==> src/rtl/clock_set_ctrl.sv <==
`default_nettype none
// clock_set_ctrl: mode sequencer for the digital clock/alarm. Turns debounced
// buttons into time-set loads for the counter chain, holds the alarm time and drives the buzzer.
module clock_set_ctrl #(
  parameter int ADJ_HOLD   = 250000,
  parameter int RING_TICKS = 60
) (
  input  logic       clk,
  input  logic       reset,
  input  logic       tick,
  input  logic       btn_mode,
  input  logic       btn_inc,
  input  logic       btn_alm,
  input  logic [1:0] hourTens,
  input  logic [3:0] hourUnits,
  input  logic [2:0] minTens,
  input  logic [3:0] minUnits,
  input  logic [2:0] secTens,
  input  logic [3:0] secUnits,
  output logic       adj,
  output logic [1:0] hourtens_adj,
  output logic [3:0] hourunits_adj,
  output logic [2:0] mintens_adj,
  output logic [3:0] minunits_adj,
  output logic [1:0] alm_ht,
  output logic [3:0] alm_hu,
  output logic [2:0] alm_mt,
  output logic [3:0] alm_mu,
  output logic       alarm_en,
  output logic       buzzer,
  output logic [3:0] mode
);

  localparam int HOLD_W = $clog2(ADJ_HOLD + 1);
  localparam int RING_W = $clog2(RING_TICKS + 1);
  localparam logic [HOLD_W-1:0] HOLD_INIT = HOLD_W'(ADJ_HOLD);
  localparam logic [RING_W-1:0] RING_LAST = RING_W'(RING_TICKS);

  localparam logic [3:0] S_RUN    = 4'd0;
  localparam logic [3:0] S_SET_HT = 4'd1;
  localparam logic [3:0] S_SET_HU = 4'd2;
  localparam logic [3:0] S_SET_MT = 4'd3;
  localparam logic [3:0] S_SET_MU = 4'd4;
  localparam logic [3:0] S_ALM_HT = 4'd5;
  localparam logic [3:0] S_ALM_HU = 4'd6;
  localparam logic [3:0] S_ALM_MT = 4'd7;
  localparam logic [3:0] S_ALM_MU = 4'd8;

  // Time groups are packed {HT[1:0], HU[3:0], MT[2:0], MU[3:0]}.
  logic [3:0]        state_q, state_d;
  logic [12:0]       edit_q, edit_d;
  logic [12:0]       alm_q, alm_d;
  logic              alarm_en_q, alarm_en_d;
  logic              buzzer_q, buzzer_d;
  logic              adj_q, adj_d;
  logic [HOLD_W-1:0] hold_q, hold_d;
  logic [RING_W-1:0] ring_q, ring_d;
  logic              match_prev_q;

  logic [12:0] live_w;
  logic        in_set_w;
  logic        in_alm_w;
  logic        next_set_w;
  logic [1:0]  sel_w;
  logic        match_w;
  logic        ring_start_w;

  function automatic logic [12:0] bump_digit(input logic [1:0] sel, input logic [12:0] t);
    logic [1:0] ht;
    logic [3:0] hu;
    logic [2:0] mt;
    logic [3:0] mu;
    {ht, hu, mt, mu} = t;
    case (sel)
      2'd0: begin
        ht = (ht >= 2'd2) ? 2'd0 : ht + 2'd1;
        if (ht == 2'd2 && hu > 4'd3) hu = 4'd3;
      end
      2'd1: begin
        if (hu >= ((ht == 2'd2) ? 4'd3 : 4'd9)) hu = 4'd0;
        else hu = hu + 4'd1;
      end
      2'd2:    mt = (mt >= 3'd5) ? 3'd0 : mt + 3'd1;
      default: mu = (mu >= 4'd9) ? 4'd0 : mu + 4'd1;
    endcase
    return {ht, hu, mt, mu};
  endfunction

  assign live_w   = {hourTens, hourUnits, minTens, minUnits};
  assign in_set_w = (state_q >= S_SET_HT) && (state_q <= S_SET_MU);
  assign in_alm_w = (state_q >= S_ALM_HT) && (state_q <= S_ALM_MU);

  always_comb begin
    sel_w = 2'd0;
    case (state_q)
      S_SET_HU, S_ALM_HU: sel_w = 2'd1;
      S_SET_MT, S_ALM_MT: sel_w = 2'd2;
      S_SET_MU, S_ALM_MU: sel_w = 2'd3;
      default:            sel_w = 2'd0;
    endcase
  end

  assign match_w = (state_q == S_RUN) && alarm_en_q && (live_w == alm_q) &&
                   (secTens == 3'd0) && (secUnits == 4'd0);
  assign ring_start_w = match_w && !match_prev_q;

  always_comb begin
    state_d    = state_q;
    edit_d     = edit_q;
    alm_d      = alm_q;
    alarm_en_d = alarm_en_q;
    buzzer_d   = buzzer_q;
    ring_d     = ring_q;
    hold_d     = (hold_q != '0) ? hold_q - HOLD_W'(1) : hold_q;

    if (buzzer_q && tick) begin
      ring_d = ring_q + RING_W'(1);
      if (ring_q + RING_W'(1) == RING_LAST) buzzer_d = 1'b0;
    end
    if (ring_start_w) begin
      buzzer_d = 1'b1;
      ring_d   = '0;
    end

    if (btn_mode) begin
      case (state_q)
        S_RUN: begin
          state_d = S_SET_HT;
          edit_d  = live_w;
          hold_d  = '0;
        end
        S_SET_HT: state_d = S_SET_HU;
        S_SET_HU: state_d = S_SET_MT;
        S_SET_MT: state_d = S_SET_MU;
        S_SET_MU: begin
          state_d = S_ALM_HT;
          hold_d  = HOLD_INIT;
        end
        S_ALM_HT: state_d = S_ALM_HU;
        S_ALM_HU: state_d = S_ALM_MT;
        S_ALM_MT: state_d = S_ALM_MU;
        default:  state_d = S_RUN;
      endcase
    end else if (btn_inc) begin
      if (in_set_w)      edit_d   = bump_digit(sel_w, edit_q);
      else if (in_alm_w) alm_d    = bump_digit(sel_w, alm_q);
      else               buzzer_d = 1'b0;
    end

    if (btn_alm && state_q == S_RUN) begin
      if (buzzer_q) begin
        buzzer_d   = 1'b0;
        alarm_en_d = 1'b0;
      end else begin
        alarm_en_d = !alarm_en_q;
      end
    end

    // The buzzer only ever sounds in RUN.
    if (state_d != S_RUN) buzzer_d = 1'b0;
  end

  assign next_set_w = (state_d >= S_SET_HT) && (state_d <= S_SET_MU);
  assign adj_d      = next_set_w || (hold_d != '0);

  always_ff @(posedge clk or posedge reset) begin
    if (reset) begin
      state_q      <= S_RUN;
      edit_q       <= '0;
      alm_q        <= '0;
      alarm_en_q   <= 1'b0;
      buzzer_q     <= 1'b0;
      adj_q        <= 1'b0;
      hold_q       <= '0;
      ring_q       <= '0;
      match_prev_q <= 1'b0;
    end else begin
      state_q      <= state_d;
      edit_q       <= edit_d;
      alm_q        <= alm_d;
      alarm_en_q   <= alarm_en_d;
      buzzer_q     <= buzzer_d;
      adj_q        <= adj_d;
      hold_q       <= hold_d;
      ring_q       <= ring_d;
      match_prev_q <= match_w;
    end
  end

  assign adj = adj_q;
  assign {hourtens_adj, hourunits_adj, mintens_adj, minunits_adj} = edit_q;
  assign {alm_ht, alm_hu, alm_mt, alm_mu} = alm_q;
  assign alarm_en = alarm_en_q;
  assign buzzer   = buzzer_q;

  // Bit order {ringing, ALM, SET, RUN}; ringing displaces the RUN indication.
  assign mode = buzzer_q ? 4'b1000 : {1'b0, in_alm_w, in_set_w, state_q == S_RUN};

endmodule
`default_nettype wire

==> config.mk <==
export PLATFORM = sky130hd
export DESIGN_NAME = clock_set_ctrl
export DESIGN_NICKNAME = d
export VERILOG_FILES = /design/src/rtl/clock_set_ctrl.sv
export SDC_FILE = /design/constraint.sdc
export NUM_CORES = 1
export LEC_CHECK = 0
export ABC_AREA = 1
export CAP_MARGIN = 30
export CORE_MARGIN = 2
export CORE_UTILIZATION = 50
export CTS_CLUSTER_DIAMETER = 40
export DETAILED_ROUTE_END_ITERATION = 10
export PLACE_DENSITY_LB_ADDON = 0.1
export SLEW_MARGIN = 40
export SYNTH_ARGS = -nofsm -noshare
export SYNTH_HDL_FRONTEND = slang
export SYNTH_SLANG_ARGS = --single-unit
==> constraint.sdc <==
create_clock -name clk -period 5.2 [get_ports clk]
set_input_delay 0.78 -clock clk [delete_from_list [all_inputs] [get_ports clk]]
set_output_delay 0.78 -clock clk [all_outputs]
set_load 0.1 [all_outputs]
# Yosys cells after proc, flatten, opt, wreduce, memory -nomap -nowiden
# Cells that the tools add are included.
[word_totals] mem_count=0 latchBits=0 reg_bits=58 ram_bits=0 romBits=0 output_inout_bits=33 inputBits=26 wordCells=146
[op_classes] shift=0 div=0 n_mux=41 magnitude_cmp=16 n_mul=0 eq_ne=20 n_bitwise=3 n_reduce_logical=41 n_addsub=10
[op_table] cell="$mux W13" n=4
[op_table] cell="$mux W4" n=11
[op_table] cell="$mux W18" n=2
[op_table] cell="$pmux W18 S2" n=1
[op_table] cell="$reduce_bool A18 Y1" n=2
[op_table] cell="$pmux W4 S8" n=1
[op_table] cell="$reduce_and A5 Y1" n=4
[op_table] cell="$sub A18 B1 Y18 const B" n=1
[op_table] cell="$add A4 B1 Y4 const B" n=4
[op_table] cell="$eq A4 B3 Y1 const B" n=4
[op_table] cell="$pmux W4 S2" n=2
[op_table] cell="$eq A13 B13 Y1" n=1
[op_table] cell="$logic_and A1 B1 Y1" n=12
[op_table] cell="$mux W6" n=2
[op_table] cell="$reduce_and A4 Y1" n=3
[op_table] cell="$reduce_bool A2 Y1" n=6
[op_table] cell="$mux W1" n=11
[op_table] cell="$eq A2 B2 Y1 const B" n=5
[op_table] cell="$mux W3" n=3
[op_table] cell="$eq A4 B2 Y1 const B" n=2
[op_table] cell="$ge A4 B1 Y1 const B" n=2
[op_table] cell="$ge A4 B4 Y1" n=2
[op_table] cell="$ge A4 B4 Y1 const B" n=2
[op_table] cell="$gt A4 B2 Y1 const B" n=2
[op_table] cell="28 further kinds" n=42

# Logic depth before layout (Yosys ltp)
# Gate-level depths: netlist of the first run.
[depth] ltp_word=14 depth_mapped=14 mapped_depth_nobuf=14

# Least setup slack after synthesis of the first run
# No wires, ideal clock.
[synth_timing] path_type="reg2out" start="reg buzzer_q (netlist: buzzer)" end="out mode[0]" required_time_ns=4.420 slack_ns=2.113 path_stages_with_launch=3 arrival_ns=2.307 path_buffers=1 cell_sequence="dfrtp_1 -> clkbuf_1 -> nor2_1"
[synth_via] elab_chain_len=1
[synth_lines] element="start, declared" line="54" source="logic buzzer_q, buzzer_d;"
[synth_lines] element="start signal, assigned" line="182" source="buzzer_q <= buzzer_d;"
[synth_lines] element="$mux W4" line="197" source="assign mode = buzzer_q ? 4'b1000 : {1'b0, in_alm_w, in_set_w, state_q == S_RUN};"
[synth_lines] element="end, declared" line="31" source="output logic [3:0] mode"
# No other way between the ends.

# Worst setup path in the final report of the first run
[layout_timing] start="in btn_mode" end="reg adj_q (netlist: adj)"
[layout_via] elab_chain_len=4 word_cells_on_any_way=7 classes_between="order compare: 2; mux: 2; reduce/logical: 3"
[layout_lines] element="start, declared" line="11" source="input logic btn_mode,"
[layout_lines] element="$mux W4" line="125" source="if (btn_mode) begin"
[layout_lines] element="$ge A4 B1 Y1 or $le A4 B3 Y1 (tied branches)" line="163" source="assign next_set_w = (state_d >= S_SET_HT) && (state_d <= S_SET_MU);"
[layout_lines] element="$logic_and A1 B1 Y1" line="163"
[layout_lines] element="$logic_or A1 B1 Y1 *" line="164" source="assign adj_d = next_set_w || (hold_d != '0);"
[layout_lines] element="net adj_d" line="55" source="logic adj_q, adj_d;"
[layout_lines] element="end signal, assigned" line="183" source="adj_q <= adj_d;"
[layout_lines] element="end, declared" line="55"
# Mark *: on every way through the listed nets, which the timed path passes. The rest lies on a longest branch.
# A chain may end at the register's enable or synchronous reset.

==> results by group, run 1 <==
Die
  – Die height: 93.2 um
  – Chip width: 93.2 um
  – Overall die area: 8690 um^2
  – IO Pins: 59
  – Starting Density: 51.5%
  – Core Area: 7730 um^2
  – # rows: 32

Clock network
  – Clk pin slew, worst setup/hold paths: 0.06 ns
  – H-Tree Depth: 3
  – Sinks on Clock Net: 58
  – Num CTS Buffers: 9
  – Clock latency on the worst-skew pair: 0.34 ns
  – Hold buffers post-CTS: 0
  – Clock root buffer: clkbuf_8
  – TritonCTS clock tree: built
  – Clock Path Buffers: 2
  – Post_cts resized: 0
  – Post-CTS setup buffer count: 0

Finish
  – Commonest non-fill, non-tap cell in the layout: nand2_1
  – Commonest non-fill, non-tap cells in the layout: nand2_1, inv_1, nor2_1
  – Area growth from synthesis to layout: 17.5%
  – Nets: 669
  – Fraction of layout cells with a size suffix above 1: 11.1%
  – Ant diodes: 0

STA
  – Fin. max-slew vios: 0
  – Final setup vio count: 0
  – Setup Skew: 0.00982 ns
  – Worst Tran Pin Value: 0.676 ns
  – RSZ-0062 raised after global routing: false
  – Min Clock Period, post-route: 2.74 ns
  – Endpoints failing hold: 0
  – Fmax: 0.365 GHz
  – Final TNS setup: 0 ns
  – Final period utilization: 52.7%
  – Slew headroom: 54.8%

Worst setup path
  – Startpoint Class: primary input
  – RR Startpoint: alm_q[9]
  – Critical Path AT: 2.97 ns
  – Crit path capture type: flop
  – CP Data Required Time: 5.42 ns
  – Crit-path max FO: 22
  – Internal reg-to-reg setup slack: 3.19 ns
  – Crit path kind: primary input to flop
  – RR Endpoint: buzzer
  – Worst R2R Path Depth: 5

Run
  – Max cap viols: 0

Global route
  – GR peak layer: met2
  – First-pass GRT wire length: 16.2 mm
  – Grt ovf: 0
  – Largest net degree at the start of global routing: 59
  – Met2 Use GR: 37.8%
  – Antenna violations before repair: 0
  – Met1 usage: 31.8%
  – Number of global-route vias before repair: 3,561
  – M3 GR Usage: 3.46%
  – GRT Overall Usage: 23.4%

Synth
  – Yosys top cell area share: 36.4%
  – Post-synth cell types: 44
  – Mapped cell area: 3980 um^2
  – Syn avg cell area: 7.09 um^2
  – Cells after Synth: 562
  – Largest area contributor in the netlist: dfrtp_1
  – #FFs+latches synth: 58
  – Yosys warnings: 0
  – Seq/Total Area, Yosys: 36.4%
  – Synth top area cells: dfrtp_1, nand2_1, inv_1
  – Post-synth EDFFs: 0
  – Top_reg_cell synth: dfrtp_1
  – Async set or reset register ratio after synthesis: 100%
  – Post-Syn Nets: 607

Min path
  – Hold_sp: hold_q[0]
  – Hold Crit Class: flop to flop
  – Worst Hold End: hold_q[0]
  – Hold Path Depth: 3

Drt
  – Via count: 3,802
  – Final wirelength: 9.74 mm
  – Drt wl/cell: 13.3 um
  – Final ANT Viol Nets: 0
  – DRC: 0
  – Via-to-Cell Ratio: 5.20
  – DRC marker count from the first detailed-route iteration: 182
  – 1st-pass router iterations: 4

Outcome
  – Outcome: complete, no violations

Place
  – GP Congestion: 0.911
  – Detailed Place HPWL: 7.42 mm
  – IO buf count: 58
==> metal layers <==
metal	part of all wire, %	vias to the layer above
met2	47	101
met4	2.0	0
li1	-	1920
met1	47	1765
met3	4.6	16
met5	0	-
==> cell families after synthesis <==
kind of cell    count (synthesis)  share of synthesized area [%]
simple gates                  282                           30.6
xor+xnor                       21                           4.62
compound gates                 77                           11.7
fa+ha+maj                      19                           5.97
buf+inv                       104                           10.4
flops                          58                           36.4
mux                             1                          0.283
==> layout make-up <==
class / count / area, um^2
sequential: 58 / 1450
tap: 102 / 128
multi-input combinational: 400 / 2120
fill: 701 / 3050
timing repair buffer: 59 / 427
inverter: 96 / 360
clock inverter: 2 / 35.0
clock buffer: 14 / 163
==> registers in the layout (all words and copies together), names as in the netlist <==
| register | flops |
|---|---|
| ring_q | 6 |
| state_q | 4 |
| hold_q | 18 |
| alm_q | 13 |
| match_prev_q | 1 |
| buzzer | 1 |
| adj | 1 |
| edit_q | 13 |
| alarm_en | 1 |
==> critical path, cell delays in order <==
cell	delay [ns]
clkdlybuf4s50_1	0.90
inv_1	0.51
o211ai_1	0.36
nand3_1	0.12
nor2_1	0.09
nand2_1	0.06
nor2_1	0.08
nand2_1	0.05
==> metrics by stage <==
step | utilization (%) | instance area [um^2] | std cells | hold slack, ns | setup slack (ns)
5_1_grt | 60.6 | 4680 | 731 | 0.605 | 2.27
3_3_place_gp | 60.1 | 4640 | 715 | 0.542 | 2.19
2_1_floorplan | - | 3980 | 562 | 0.514 | 2.11
3_5_place_dp | 58.0 | 4480 | 715 | 0.544 | 2.12
4_1_cts | 60.5 | 4680 | 731 | 0.564 | 2.47
6_report | 60.6 | 4680 | 731 | 0.564 | 2.46
==> worst max-delay path by stage <==
| stage | start | endpoint | depth (start not counted) |
|---|---|---|---|
| after global placement | btn_mode | adj | 8 |
| after CTS | btn_mode | adj | 8 |
| after global routing | btn_mode | adj | 8 |
| final | btn_mode | adj | 8 |
| after detailed placement | btn_mode | adj | 8 |
| after floorplan | buzzer | mode[0] | 2 |
==> synthesized netlist by cell type (2+ instances only) <==
cell type,number
nor2_2,6
nor2_4,2
nand3_2,2
nor4_1,2
nand2_1,132
o211ai_1,8
buf_2,2
inv_1,94
xnor2_1,4
inv_2,2
nand4_1,3
ha_1,19
o21a_1,2
xor2_1,17
or2_2,2
nand2_2,3
a22oi_1,2
o21ai_0,33
a21oi_2,3
o31ai_1,2
a21oi_1,12
nor3_1,8
clkbuf_1,2
o22ai_1,6
nor2_1,71
and3_1,2
nand3_1,47
dfrtp_1,58
Power of run 1 is not shown: default switching activity piles up to over one toggle a cycle in this logic, so the estimate is an artifact.
==> run 2: changes to the inputs <==
- clock period: 5.2 -> 2.67 ns (I/O delays scaled with it)
==> run 2 against run 1 <==
Effect of this change: worst setup slack got worse by 1.9 ns; via count is 1.1% lower; sequential share of layout area is 0.73 points lower; global-route usage increased by 0.45 points; register-to-register slack lost 2.6 ns; routed wire length shrank 0.98%; critical path depth is 2 lower; utilization up 1.5 points.
==> results by group, run 2 (synthesis gave the netlist of run 1 again) <==
STA
  – Setup Skew: 0.00882 ns (was 0.00982 ns)
  – Fin. max-slew vios: 0 (unchanged)
  – Fmax: 0.477 GHz
  – Slew headroom: 71.6% (was 54.8%)
  – Final period utilization: 78.6%
  – Min Clock Period, post-route: 2.10 ns
  – RSZ-0062 raised after global routing: false (unchanged)
  – Endpoints failing hold: 0 (unchanged)
  – Worst Tran Pin Value: 0.422 ns (was 0.676 ns)
  – Final setup vio count: 0 (unchanged)

Clock network
  – Clock latency on the worst-skew pair: 0.35 ns (was 0.34 ns)
  – Sinks on Clock Net: 58 (unchanged)
  – Clock Path Buffers: 2 (unchanged)
  – Post_cts resized: 0 (unchanged)
  – Clock root buffer: clkbuf_8 (unchanged)
  – Clk pin slew, worst setup/hold paths: 0.07 ns (was 0.06 ns)
  – H-Tree Depth: 3 (unchanged)
  – Num CTS Buffers: 9 (unchanged)
  – TritonCTS clock tree: built (unchanged)
  – Hold buffers post-CTS: 0 (unchanged)
  – Post-CTS setup buffer count: 0 (unchanged)

Run
  – Max cap viols: 0 (unchanged)

Drt
  – 1st-pass router iterations: 4 (unchanged)
  – Drt wl/cell: 13.2 um (was 13.3 um)
  – Via count: 3,760 (was 3,802)
  – DRC marker count from the first detailed-route iteration: 193 (was 182)
  – Final wirelength: 9.64 mm (was 9.74 mm)
  – Final ANT Viol Nets: 0 (unchanged)
  – Via-to-Cell Ratio: 5.13 (was 5.20)
  – DRC: 0 (unchanged)

Die
  – Core Area: 7730 um^2 (unchanged)
  – Die height: 93.2 um (unchanged)
  – Starting Density: 51.5% (unchanged)
  – Overall die area: 8690 um^2 (unchanged)
  – IO Pins: 59 (unchanged)
  – # rows: 32 (unchanged)
  – Chip width: 93.2 um (unchanged)

Place
  – GP Congestion: 0.887 (was 0.911)
  – Detailed Place HPWL: 7.38 mm (was 7.42 mm)
  – Placed cell count: 717 (was 715)
  – IO buf count: 58 (unchanged)

Finish
  – Most flops, register: hold_q (unchanged)
  – Commonest non-fill, non-tap cells in the layout: nand2_1, inv_1, nor2_1 (unchanged)
  – Commonest non-fill, non-tap cell in the layout: nand2_1 (unchanged)
  – Area growth from synthesis to layout: 20.4% (was 17.5%)
  – Biggest registers after layout: hold_q (18), alm_q (13), edit_q (13) (unchanged)
  – Layout Utilization: 62.0% (was 60.6%)
  – Fraction of layout cells with a size suffix above 1: 11.9% (was 11.1%)
  – Number of flip-flops under the largest register name: 18 (unchanged)
  – Finished Layout Cells: 733 (was 731)
  – Nets: 671 (was 669)
  – Ant diodes: 0 (unchanged)

Global route
  – Met1 usage: 32.3% (was 31.8%)
  – First-pass GRT wire length: 16.5 mm (was 16.2 mm)
  – Antenna violations before repair: 0 (unchanged)
  – GRT Overall Usage: 23.9% (was 23.4%)
  – Number of global-route vias before repair: 3,655 (was 3,561)
  – M3 GR Usage: 3.22% (was 3.46%)
  – GR peak layer: met2 (unchanged)
  – Largest net degree at the start of global routing: 59 (unchanged)
  – Grt ovf: 0 (unchanged)
  – Met2 Use GR: 39.2% (was 37.8%)

Outcome
  – Outcome: complete, no violations (unchanged)

Worst setup path
  – CP Data Required Time: 2.27 ns (was 5.42 ns)
  – Crit-path max FO: 7 (was 22)
  – Critical Path AT: 1.70 ns (was 2.97 ns)
  – Crit path kind: flop to output port (was primary input to flop)
  – Crit path capture type: output port (was flop)
  – Startpoint Class: flop (was primary input)

Min path
  – Hold Crit Class: primary input to async pin (was flop to flop)
run 2: changes by cell type in the layout (fill, tap and decap cells not counted), sizes merged:
cell | previous run | this run
clkbuf | 14 | 10
clkinvlp | 0 | 3
buf | 34 | 36
clkinv | 1 | 2
run 2: worst paths after layout:
kind / slack (ns) / from / depth (start not counted) / to
hold / removal: 0.43 / reset / 3 / edit_q[12]
hold reg to reg: 0.56 / alm_q[5] / 2 / alm_q[5]
setup / recovery: 0.57 / state_q[0] / 6 / mode[2]
min in group clk: 0.56 / alm_q[5] / 2 / alm_q[5]
setup reg to reg: 0.61 / hold_q[0] / 13 / adj
max in group asynchronous: 1.98 / reset / 3 / alm_q[9]
run 2: through the flow:
stage	instance area [um^2]	setup TNS (ns)	hold WS [ns]	setup slack [ns]
3_5_place_dp	4590	0	0.542	0.335
3_3_place_gp	4590	0	0.535	0.427
6_report	4790	0	0.433	0.571
5_1_grt	4790	0	0.472	0.414
2_1_floorplan	3980	-0.113	0.514	-0.0377
4_1_cts	4790	0	0.440	0.581
run 2: layer usage:
metal | part of all wire [%] | wire, um
met1 | 47 | 4570
met2 | 48 | 4600
met3 | 3.5 | 337
met4 | 1.3 | 127
met5 | 0 | 0
run 2: final cells by class:
cell class | instances | area (um^2)
repair buffers | 61 | 533
well taps | 102 | 128
flip-flops and latches | 58 | 1450
fillers | 715 | 2930
clock inverters | 6 | 66.3
clock buffers | 10 | 138
multi-input cells | 400 | 2120
inverters | 96 | 360
run 2: worst max-delay path, cell delays in order, from the launching register on:
cell	delay, ns
dfrtp_1	0.46
nor2_2	0.19
nand3_1	0.15
nand2_1	0.11
inv_1	0.05
nor2_1	0.08
buf_4	0.30
Power of run 2 is left out for the same reason.
